==> config.mk <==
export PLATFORM = sky130hd
export DESIGN_NAME = rgb_led_sequencer
export DESIGN_NICKNAME = d
export VERILOG_FILES = /design/src/rtl/rgb_led_sequencer.sv
export SDC_FILE = /design/constraint.sdc
export NUM_CORES = 1
export LEC_CHECK = 0
export CAP_MARGIN = 20
export CORE_MARGIN = 1
export CORE_UTILIZATION = 55
export CTS_CLUSTER_SIZE = 40
export DETAILED_ROUTE_END_ITERATION = 10
export GPL_TIMING_DRIVEN = 0
export PLACE_DENSITY_LB_ADDON = 0.3
export RECOVER_POWER = 25
export SYNTH_ARGS = -nofsm -noshare
export SYNTH_HDL_FRONTEND = slang
export SYNTH_SLANG_ARGS = --single-unit
==> constraint.sdc <==
create_clock -name CLK -period 2.7 [get_ports CLK]
set_input_delay 0.54 -clock CLK [delete_from_list [all_inputs] [get_ports CLK]]
set_output_delay 0.54 -clock CLK [all_outputs]
set_load 0.01 [all_outputs]
==> src/rtl/rgb_led_sequencer.sv <==
// RGB status LED controller: synchronised and debounced KEY with short/long press
// classification, AUTO/MANUAL/OFF mode FSM, 4-step colour sequence and brightness PWM.
module rgb_led_sequencer #(
  parameter int STEP_CYCLES     = 100000000,
  parameter int DEBOUNCE_CYCLES = 2000000,
  parameter int LONG_CYCLES     = 200000000,
  parameter int PWM_BITS        = 8
) (
  input  logic                CLK,
  input  logic                RST,
  input  logic                KEY,
  input  logic [PWM_BITS-1:0] BRIGHT,
  output logic                LED_R,
  output logic                LED_G,
  output logic                LED_B,
  output logic [1:0]          MODE,
  output logic [1:0]          STATE,
  output logic                KEY_SHORT,
  output logic                KEY_LONG
);

  typedef enum logic [1:0] {
    MODE_AUTO   = 2'd0,
    MODE_MANUAL = 2'd1,
    MODE_OFF    = 2'd2
  } mode_e;

  localparam int STEP_W = $clog2(STEP_CYCLES);
  localparam int DB_W   = $clog2(DEBOUNCE_CYCLES + 1);
  localparam int HOLD_W = $clog2(LONG_CYCLES + 1);

  localparam logic [STEP_W-1:0] STEP_LAST = STEP_W'(STEP_CYCLES - 1);
  localparam logic [DB_W-1:0]   DB_LAST   = DB_W'(DEBOUNCE_CYCLES - 1);
  localparam logic [HOLD_W-1:0] HOLD_LAST = HOLD_W'(LONG_CYCLES - 1);
  localparam logic [HOLD_W-1:0] HOLD_MAX  = HOLD_W'(LONG_CYCLES);

  localparam logic [1:0] COLOUR_RED   = 2'd1;
  localparam logic [1:0] COLOUR_GREEN = 2'd2;
  localparam logic [1:0] COLOUR_BLUE  = 2'd3;

  // Key input path
  logic [1:0]        sync_q;
  logic              key_s;
  logic              key_db;
  logic [DB_W-1:0]   db_cnt;
  logic [HOLD_W-1:0] hold_cnt;
  logic              long_fired;
  logic              db_mismatch;
  logic              db_accept;
  logic              rel_evt;
  logic              long_evt;
  logic              short_evt;

  // Mode / colour sequencing
  mode_e             mode_q;
  mode_e             mode_d;
  logic [1:0]        state_q;
  logic [1:0]        state_d;
  logic [STEP_W-1:0] step_cnt;
  logic [STEP_W-1:0] step_d;

  // Brightness PWM
  logic [PWM_BITS-1:0] pwm_cnt;
  logic                pwm_on;
  logic                lit;

  assign key_s       = sync_q[1];
  assign db_mismatch = (key_s != key_db);
  assign db_accept   = db_mismatch && (db_cnt == DB_LAST);
  assign rel_evt     = db_accept && key_s;
  // A release accepted on the very cycle the hold limit is reached counts as short.
  assign long_evt    = !key_db && (hold_cnt == HOLD_LAST) && !rel_evt;
  assign short_evt   = rel_evt && !long_fired;

  always_ff @(posedge CLK) begin
    if (RST) begin
      sync_q     <= 2'b11;
      key_db     <= 1'b1;
      db_cnt     <= '0;
      hold_cnt   <= '0;
      long_fired <= 1'b0;
      KEY_SHORT  <= 1'b0;
      KEY_LONG   <= 1'b0;
    end else begin
      // NOTE: non-blocking assignments here so every flop samples pre-edge values,
      // which is what makes the two-flop synchroniser a real shift register.
      sync_q <= {sync_q[0], KEY};

      if (db_accept || !db_mismatch) begin
        db_cnt <= '0;
      end else begin
        db_cnt <= db_cnt + DB_W'(1);
      end

      if (db_accept) begin
        key_db <= key_s;
      end

      if (rel_evt) begin
        hold_cnt   <= '0;
        long_fired <= 1'b0;
      end else begin
        if (!key_db && (hold_cnt != HOLD_MAX)) begin
          hold_cnt <= hold_cnt + HOLD_W'(1);
        end
        if (long_evt) begin
          long_fired <= 1'b1;
        end
      end

      KEY_SHORT <= short_evt;
      KEY_LONG  <= long_evt;
    end
  end

  always_ff @(posedge CLK) begin
    if (RST) begin
      mode_q   <= MODE_AUTO;
      state_q  <= 2'd0;
      step_cnt <= '0;
    end else begin
      mode_q   <= mode_d;
      state_q  <= state_d;
      step_cnt <= step_d;
    end
  end

  always_comb begin
    // NOTE: every output of this block gets a default first, so no path can
    // leave a value unassigned and infer a latch.
    mode_d  = mode_q;
    state_d = state_q;
    step_d  = step_cnt;

    if (long_evt) begin
      // Mode change wins over a coincident AUTO wrap: STATE holds, step restarts.
      step_d = '0;
      case (mode_q)
        MODE_AUTO:   mode_d = MODE_MANUAL;
        MODE_MANUAL: mode_d = MODE_OFF;
        default:     mode_d = MODE_AUTO;
      endcase
    end else begin
      case (mode_q)
        MODE_AUTO: begin
          if (step_cnt == STEP_LAST) begin
            step_d  = '0;
            state_d = state_q + 2'd1;
          end else begin
            step_d = step_cnt + STEP_W'(1);
          end
        end
        MODE_MANUAL: begin
          step_d = '0;
          if (short_evt) begin
            state_d = state_q + 2'd1;
          end
        end
        MODE_OFF: begin
        end
        default: mode_d = MODE_AUTO;
      endcase
    end
  end

  assign MODE  = mode_q;
  assign STATE = state_q;

  // All-ones brightness must be fully on, which the compare alone cannot reach.
  assign pwm_on = (pwm_cnt < BRIGHT) || (&BRIGHT);
  assign lit    = (mode_q != MODE_OFF) && pwm_on;

  always_ff @(posedge CLK) begin
    if (RST) begin
      pwm_cnt <= '0;
      LED_R   <= 1'b1;
      LED_G   <= 1'b1;
      LED_B   <= 1'b1;
    end else begin
      pwm_cnt <= pwm_cnt + PWM_BITS'(1);
      LED_R   <= ~(lit && (state_q == COLOUR_RED));
      LED_G   <= ~(lit && (state_q == COLOUR_GREEN));
      LED_B   <= ~(lit && (state_q == COLOUR_BLUE));
    end
  end

endmodule
==> flow_summary.json <==
{
  "cap_viol_max_count": 0,
  "cellPowerDensity_nw_per_um2": 481.4,
  "initial_core_util_pct": 58.10,
  "setup_tns_ps": 0,
  "diodes": 0,
  "die-area_um2": 9234,
  "synthFlopType": "dfxtp_1",
  "place_hpwl_um": 7441,
  "max_stage_delay_ps": 430,
  "syn-num-nets": 597,
  "firstDrtPassIters": 4,
  "ys_types": 60,
  "io_buffers": 19,
  "drt_iter0_drc": 205,
  "ant_nets": 0,
  "outcome": "completed",
  "power_mw": 2.607,
  "cts_tree": "done",
  "pre_cts_slack_ps": 335.8,
  "area_growth_pct": 11.20,
  "cts_hold_buffers": 0,
  "wire_per_inst_um": 14.79,
  "cts.sinks": 97,
  "coreArea_um2": 8382,
  "grt_max_degree": 16,
  "clk_path_buf_depth": 2,
  "yosysTopAreaCell": "dfxtp_1",
  "max_freq_mhz": 422.8,
  "grt_first_pass_wirelength_um": 17690,
  "grt_antenna_before_repair": 0,
  "rsz0062_at_grt": "no",
  "io_pins": 20,
  "synth_edf_count": 0,
  "cp.required_ps": 2920,
  "finalHoldViolCount": 0,
  "drt-total-wl_um": 10520,
  "leakage_nw": 1.894,
  "holdWs_ps": 431.8,
  "critPathLaunchType": "flip-flop",
  "ys_warn_count": 0,
  "vias_per_cell": 5.931,
  "async_flop_share_pct": 0,
  "finalCritPeriodShare_pct": 87.59,
  "num_vias": 4217,
  "cpMaxStageDelayCell": "dfxtp_1",
  "cts.repair.resized": 0,
  "slew_viol_final": 0,
  "maxSlewHeadroom_pct": 52.46,
  "fin_skew_ps": 8.808,
  "synth_top_area_share_pct": 39.88,
  "synthTopCellsByArea": "dfxtp_1 (40%), nor2_1 (5.7%), xnor2_1 (5.2%)",
  "hold_class": "flip-flop to flip-flop",
  "cts_root_buffer": "clkbuf_8",
  "syn_inst": 571,
  "setup_viol": 0,
  "cts_setup_buffers": 0,
  "fin_crit_ps": 2365,
  "synth-seq-cells": 97,
  "crit_arrival_ps": 2580,
  "peakVddDrop_mv": 0.2906,
  "grt_remaining_overflow": 0,
  "path_class": "flip-flop to flip-flop",
  "clk_pin_slew_ps": 90,
  "n_fill_cell": 694,
  "ys_seq_area_share_pct": 39.88,
  "timing.final.ws_setup_ps": 335.0,
  "die_w_um": 96.10,
  "drc": 0,
  "rows": 33,
  "worstPathMaxFanout": 10,
  "path_cells": "ha_1, and4_1, nand4_1, o31a_1, buf_2, buf_2, a31oi_1, a311oi_1",
  "die_h_um": 96.10,
  "numCtsBuffers": 9,
  "cp_common_cell": "buf_2",
  "grt_pass1_vias": 3849,
  "insertion_delay_ps": 370,
  "synth.avg_cell_area_um2": 8.528,
  "endpoint_kind": "flip-flop",
  "drive_gt1_share_pct": 7.591,
  "gp_congestion": 0.8308,
  "grt_usage_pct": 24.49,
  "worstMarginPinSlew_ps": 706.6,
  "synth_area_um2": 4870,
  "nets": 627,
  "cts_max_level": 3
}
[placed cells by master, fill, tap and decap left out, drive strengths merged, types with 3 or more instances in the layout]
cell and count:
and2 8, o21ai 12, nor3 15, xor2 22, dlygate4sd3 10, a41oi 7
nand2 39, buf 14, a31oi 6, mux2i 3, nor4 14, o211ai 3
nor2 74, and3 14, a21oi 22, nand2b 7, a211oi 3, xnor2 29
and4 10, nand4 24, nand3 37, nor2b 4, ha 15, nand4b 3
or2 5, a311oi 18, inv 21, or3 4, clkbuf 26, dfxtp 97
clkdlybuf4s50 9
[path summary, 6_finish.rpt]
| path | to | slack (ps) | depth (start not counted) | start |
|---|---|---|---|---|
| worst min-delay path | sync_q[1]$_SDFF_PP1_ | 430 | 1 | sync_q[0]$_SDFF_PP1_ |
| worst min register to register | sync_q[1]$_SDFF_PP1_ | 430 | 1 | sync_q[0]$_SDFF_PP1_ |
| worst max register to register | step_cnt[17]$_SDFFE_PP0P_ | 340 | 8 | step_cnt[0]$_SDFFE_PP0P_ |
| worst max-delay path | step_cnt[17]$_SDFFE_PP0P_ | 340 | 8 | step_cnt[0]$_SDFFE_PP0P_ |
[cell families after synthesis]
kind of cell / count (synthesis) / synth area share [%]
xor+xnor: 51 / 9.172
fa+ha+maj: 15 / 3.854
compound gates: 85 / 12.05
flops: 97 / 39.88
simple gates: 268 / 29.24
mux: 5 / 1.079
buf+inv: 50 / 4.727
[layer usage]
| metal | vias up | track usage, % | wire length, um |
|---|---|---|---|
| li1 | 2114 | - | - |
| met1 | 1978 | 32.03 | 4880 |
| met2 | 109 | 39.78 | 4939 |
| met3 | 16 | 3.870 | 519 |
| met4 | 0 | 10.70 | 179 |
| met5 | - | 0 | 0 |
[synth_stat cells (all sizes together), types with 2 or more instances]
master and count:
dfxtp 97, nor2 74, nand2 39, nand3 37, xnor2 29, nand4 24, a21oi 22, xor2 22
inv 21, a311oi 18, ha 15, nor3 15, and3 14, buf 14, clkbuf 14, nor4 14
o21ai 12, and4 10, and2 8, a41oi 7, nand2b 7, a31oi 6, or2 5, nor2b 4
or3 4, a211oi 3, mux2i 3, nand4b 3, o211ai 3, a22oi 2, mux2 2, o22ai 2
o31a 2, or4b 2
[worst max-delay path, delay by kind of cell, from the launching register on]
kind	cells	cell delay, ps
buffers and inverters	2	420
adders and majority gates	1	280
AOI/OAI and AO/OA	3	620
and+or+nand+nor	2	470
DFF	1	430
[cell type report]
class                           instances  area [um^2]  share of cell area, %
Timing Repair Buffer                   19        190.2                  3.512
Clock inverter                          4        75.07                  1.386
Buffer                                 28        147.6                  2.726
Tap cell                              105        131.4                  2.426
Sequential cell                        97         1942                  35.86
Inverter                               22        82.58                  1.525
Clock buffer                           12        155.1                  2.865
Multi-Input combinational cell        424         2691                  49.70
[state kept, by name, indices dropped and copies added (netlist names), 2 cells and up]
signal,flops
step_cnt,27
MODE,2
sync_q,2
STATE,2
pwm_cnt,8
db_cnt,21
hold_cnt,28
[through the flow]
stage          area [um^2]  util (%)  cells
3_5_place_dp          5191     61.93    695
3_3_place_gp          5191     61.93    695
5_1_grt               5415     64.61    711
2_1_floorplan         4870         -    571
6_report              5415     64.61    711
4_1_cts               5421     64.68    711
[power breakdown]
part,internal (mW),total (mW),switching (mW),leakage (nW)
Sequential,1.44,1.45,0.00940,0.783
Combinational,0.0376,0.0825,0.0449,1.00
Clock,0.573,1.08,0.503,0.109
No activity file was read; power rests on OpenSTA's default activity.
